File: config.mk
export PLATFORM = sky130hd
export DESIGN_NAME = regfile
export DESIGN_NICKNAME = d
export VERILOG_FILES = /design/src/rtl/rv32i_pkg.sv /design/src/rtl/regfile_decoder_5to32.sv /design/src/rtl/regfile.sv
export SDC_FILE = /design/constraint.sdc
export NUM_CORES = 2
export LEC_CHECK = 0
export CAP_MARGIN = 20
export CORE_ASPECT_RATIO = 1.1
export CORE_UTILIZATION = 60
export CTS_CLUSTER_SIZE = 30
export DETAILED_ROUTE_END_ITERATION = 10
export PLACE_DENSITY = 0.79
export SYNTH_ARGS = -nofsm -noshare
export SYNTH_HDL_FRONTEND = slang
export SYNTH_SLANG_ARGS = --single-unit
File: constraint.sdc
create_clock -name clk_i -period 2.3 [get_ports clk_i]
set_input_delay 0.345 -clock clk_i [delete_from_list [all_inputs] [get_ports clk_i]]
set_output_delay 0.345 -clock clk_i [all_outputs]
set_load 0.1 [all_outputs]
File: src/rtl/rv32i_pkg.sv
// rv32i_pkg: constants shared by the RV32I core datapath blocks.
//   XLEN       - integer register width
//   REG_NUM    - number of architectural integer registers
//   REG_ADDR_W - width of a register index
//   REG_ZERO   - index of the hard-wired zero register x0
//   REG_SP     - index of the stack pointer x2
//   SP_RESET   - value loaded into sp while reset is asserted
package rv32i_pkg;

  localparam int unsigned XLEN       = 32;
  localparam int unsigned REG_NUM    = 32;
  localparam int unsigned REG_ADDR_W = 5;

  localparam logic [REG_ADDR_W-1:0] REG_ZERO = 5'd0;
  localparam logic [REG_ADDR_W-1:0] REG_SP   = 5'd2;

  localparam logic [XLEN-1:0] SP_RESET = 32'h0000_7FFC;

  // Reset contents of one register: sp gets the initial stack top, everything else clears.
  function automatic logic [XLEN-1:0] regResetValue(input int unsigned idx);
    regResetValue = (idx == int'(REG_SP)) ? SP_RESET : '0;
  endfunction

endpackage

File: src/rtl/regfile_decoder_5to32.sv
// decoder_5to32: binary-to-one-hot decoder used for register write enables.
//   addr_i   in  5   binary index
//   onehot_o out 32  bit addr_i set, all other bits clear
module decoder_5to32
  import rv32i_pkg::*;
(
  input  logic [REG_ADDR_W-1:0] addr_i,
  output logic [REG_NUM-1:0]    onehot_o
);

  // Exactly one output bit is high for every input value.
  always_comb begin
    onehot_o         = '0;
    onehot_o[addr_i] = 1'b1;
  end

endmodule

File: src/rtl/regfile.sv
// regfile: RV32I architectural integer register file.
//   clk_i       in  1     core clock, writes commit on rising edge
//   rst_ni      in  1     asynchronous active-low reset
//   rs1_addr_i  in  5     read port 1 index
//   rs2_addr_i  in  5     read port 2 index
//   rd_addr_i   in  5     write port index
//   rd_wren_i   in  1     write request
//   rd_data_i   in  XLEN  write-back data
//   rs1_data_o  out XLEN  x[rs1_addr_i], combinational
//   rs2_data_o  out XLEN  x[rs2_addr_i], combinational
// x0 has no storage and always reads zero. There is no write-to-read bypass:
// a read of the register being written returns the old value until the edge.
module regfile
  import rv32i_pkg::*;
(
  input  logic                  clk_i,
  input  logic                  rst_ni,
  input  logic [REG_ADDR_W-1:0] rs1_addr_i,
  input  logic [REG_ADDR_W-1:0] rs2_addr_i,
  input  logic [REG_ADDR_W-1:0] rd_addr_i,
  input  logic                  rd_wren_i,
  input  logic [XLEN-1:0]       rd_data_i,
  output logic [XLEN-1:0]       rs1_data_o,
  output logic [XLEN-1:0]       rs2_data_o
);

  logic [REG_NUM-1:0] rdOnehot;
  logic [REG_NUM-1:1] wrEn;
  logic               unusedX0Sel;

  logic [XLEN-1:0] xReg_q  [1:REG_NUM-1];
  logic [XLEN-1:0] xReg_d  [1:REG_NUM-1];
  logic [XLEN-1:0] regView [0:REG_NUM-1];

  decoder_5to32 u_rdDecoder (
    .addr_i   (rd_addr_i),
    .onehot_o (rdOnehot)
  );

  // x0 has no flop, so its decoder line goes nowhere; that is how x0 writes get dropped.
  assign unusedX0Sel = rdOnehot[0];
  assign wrEn        = {(REG_NUM-1){rd_wren_i}} & rdOnehot[REG_NUM-1:1];

  always_comb begin
    for (int k = 1; k < REG_NUM; k++) begin
      xReg_d[k] = wrEn[k] ? rd_data_i : xReg_q[k];
    end
  end

  // Reset is asynchronous so the register state (and the read ports) reach reset
  // contents without a clock; a write pending when reset falls is lost.
  always_ff @(posedge clk_i or negedge rst_ni) begin
    if (!rst_ni) begin
      for (int k = 1; k < REG_NUM; k++) begin
        xReg_q[k] <= regResetValue(k);
      end
    end else begin
      for (int k = 1; k < REG_NUM; k++) begin
        xReg_q[k] <= xReg_d[k];
      end
    end
  end

  // Full 32-entry view with x0 tied to zero, so both read muxes are plain indexed selects.
  always_comb begin
    regView[0] = '0;
    for (int k = 1; k < REG_NUM; k++) begin
      regView[k] = xReg_q[k];
    end
  end

  assign rs1_data_o = regView[rs1_addr_i];
  assign rs2_data_o = regView[rs2_addr_i];

endmodule

==> impl_metrics.json <==
{
  "tightest_slew_ns": 0.651,
  "avgSynthCellArea_um2": 14.6,
  "dp_hpwl_um": 114000,
  "die_h_um": 314,
  "drive_gt1_share_pct": 52.2,
  "syn-cell-area_mm2": 0.0532,
  "wire_per_inst_um": 34.3,
  "vdd_drop_max_uv": 598,
  "critical_path.startpoint_type": "flip-flop",
  "power_mw": 56.6,
  "synth_cell_types": 32,
  "hold_viol": 0,
  "status": "complete, but fails checks",
  "critPathLaunch": "regView[249]$_DFFE_PN0P_",
  "end_kind": "output port",
  "ys_top_cells_by_area": "dfrtp_1 46%, mux2_2 17%, mux4_2 16%, mux2_1 5.2%, a22o_1 3.2%",
  "grt_pass1_vias": 40500,
  "synth_top_area_share_pct": 46.1,
  "synth_common_cells": "979 x dfrtp_1, 812 x mux2_2, 384 x mux4_2, 244 x mux2_1, 201 x clkbuf_1",
  "crit_fanout": 3,
  "cts_max_path_buffers": 3,
  "yosysTopAreaCell": "dfrtp_1",
  "r2r-start": "regView[165]$_DFFE_PN0P_",
  "rsz0062_at_grt": "true",
  "ys_ff_latch": 992,
  "ff2ff_setup_slack_ns": 1.28,
  "cp_cell_sequence": "mux4_2 -> a22o_1 -> o21ai_2 -> buf_6 -> o31ai_4 -> buf_12",
  "worst_ep_required_time_ns": 1.96,
  "htreeDepth": 3,
  "yosysMostFrequentCell": "dfrtp_1",
  "slew_headroom_pct": 56.6,
  "setup_tns_ns": -28.04,
  "power.density_mw_per_mm2": 871,
  "yosys_warnings": 0,
  "cp-endpoint": "rs1_data_o[25]",
  "seqCellArea_mm2": 0.0248,
  "start_util_pct": 60.5,
  "overflow": 0,
  "hp-class": "input port to asynchronous set/reset pin",
  "fillCellCount": 5074,
  "fin_ws_ns": -0.527,
  "dieArea_mm2": 0.0898,
  "crit_cells": 6,
  "drt-pass1-iter-count": 5,
  "dominantRegCellSynth": "dfrtp_1",
  "max-cap-violations": 0,
  "antenna_found_initial": 3,
  "grt_first_pass_wirelength_um": 265000,
  "synth_edf_count": 0,
  "final_max_slew_viol_count": 0,
  "rows": 114,
  "multi_input_area_mm2": 0.0280,
  "critPathArrivalTime_ns": 2.48,
  "dr_total_vias": 38000,
  "r2r_end": "regView[165]$_DFFE_PN0P_",
  "finalClockSkew_ns": 0,
  "fmax_mhz": 354,
  "ant_nets": 0,
  "max_stage_delay_ns": 0.49,
  "ys_async_sr_fraction_pct": 100,
  "insertion_delay_ns": 0.70,
  "drt_iter0_markers": 4379,
  "clk_pin_slew_ns": 0.06,
  "wl_um": 176000,
  "core_area_mm2": 0.0879,
  "crit_family": "compound AO/OA/AOI/OAI gates",
  "gp_congestion": 0.921,
  "cp_slowest_cell": "mux4_2",
  "cts_sinks": 992,
  "finalCritPeriodShare_pct": 123,
  "synthToLayoutAreaGrowth_pct": 22.1,
  "min_period_ns": 2.83,
  "cts_tree": "yes",
  "syn_nets": 3681,
  "largest_reg_flops": 992,
  "leakagePower_nw": 28.4,
  "viasPerCell": 7.41,
  "grt_start_max_net_pins": 95,
  "fin_util_pct": 73.9,
  "ff2ff_path_depth": 3,
  "violations": "negative setup slack",
  "post_dp_cell_area_mm2": 0.0606,
  "drc": 0,
  "grt_usage_pct": 39.9,
  "die_w_um": 286,
  "finish.instance_area_mm2": 0.0649,
  "io_pins": 114,
  "crit_type": "flip-flop to output port",
  "setup_viol": 64,
  "numCtsBuffers": 101,
  "yosysSeqAreaShare_pct": 46.7,
  "path_buf_inv": 2,
  "portBuffers": 113,
  "cts-root-buf": "clkbuf_16",
  "nets": 3933,
  "synthCells": 3631
}
==> how the worst min path moves through the flow <==
stage | to | slack (ns) | cells past startpoint
6_report | regView[69]$_DFFE_PN0P_ | 0.21 | 2
5_1_grt | regView[69]$_DFFE_PN0P_ | 0.23 | 2
4_1_cts | regView[69]$_DFFE_PN0P_ | 0.21 | 2
3_5_place_dp | regView[901]$_DFFE_PN0P_ | 0.31 | 1
3_3_place_gp | regView[965]$_DFFE_PN0P_ | 0.31 | 1
2_1_floorplan | regView[0]$_DFFE_PN0P_ | 0.05 | 0
==> final cells by class <==
type / count / share of cell area, %
clock buffers: 140 / 4.48
multi-input cells: 2238 / 43.2
diodes: 3 / 0.0116
well taps: 1160 / 2.24
repair buffers: 548 / 10.7
clock inverters: 50 / 1.10
inverters: 2 / 0.0116
flip-flops and latches: 992 / 38.3
==> through the flow <==
stage	hold WS (ns)	instances	setup WS, ns
floorplan	0.0494	3631	-0.251
global placement	0.315	4914	-0.603
detailed placement	0.310	4914	-0.569
CTS	0.212	5121	-0.532
global route	0.227	5130	-0.550
finish	0.206	5133	-0.527
==> metal layers <==
| metal | routed length, µm | GRT usage (%) |
|---|---|---|
| met3 | 21200 | 12.4 |
| met2 | 81100 | 60.6 |
| met1 | 62900 | 51.3 |
| met4 | 10500 | 21.9 |
| met5 | 27 | 0 |
==> logic make-up (layout without fill, tap and decap cells) <==
logic type	Yosys count	after routing	synth area share (%)
mux	1600	1600	41.6
flops	992	992	46.7
compound gates	448	448	6.33
buf+inv	401	740	3.50
simple gates	190	190	1.81
other cells	0	3	0
==> power breakdown <==
group / total (mW) / switching [mW] / internal [mW] / leakage (nW)
Sequential: 23.8 / 2.89 / 20.9 / 12.7
Combinational: 14.7 / 6.90 / 7.82 / 14.0
Clock: 18.1 / 7.32 / 10.7 / 1.79
==> layout by cell type, fill, tap and decap left out, drive strengths merged, types with 19 or more instances in the layout <==
master / synthesis / final
and3: 33 / 33
dfrtp: 979 / 979
clkbuf: 201 / 141
mux2: 1056 / 1056
and2: 34 / 34
o22ai: 64 / 64
buf: 198 / 508
a22o: 192 / 192
nand2: 82 / 82
nor2: 19 / 19
a211oi: 64 / 64
o31ai: 64 / 64
mux2i: 160 / 160
clkinv: 0 / 30
o21ai: 64 / 64
clkdlybuf4s50: 0 / 38
mux4: 384 / 384
==> timing repair <==
item	CTS	global route
setup endpoints to repair	64	64
resized for setup	84	15
buffers inserted	24	9
hold buffers	1	0
pin swaps	143	49
endpoints found under the hold margin	48	0
(Power assumes the default switching activity.)
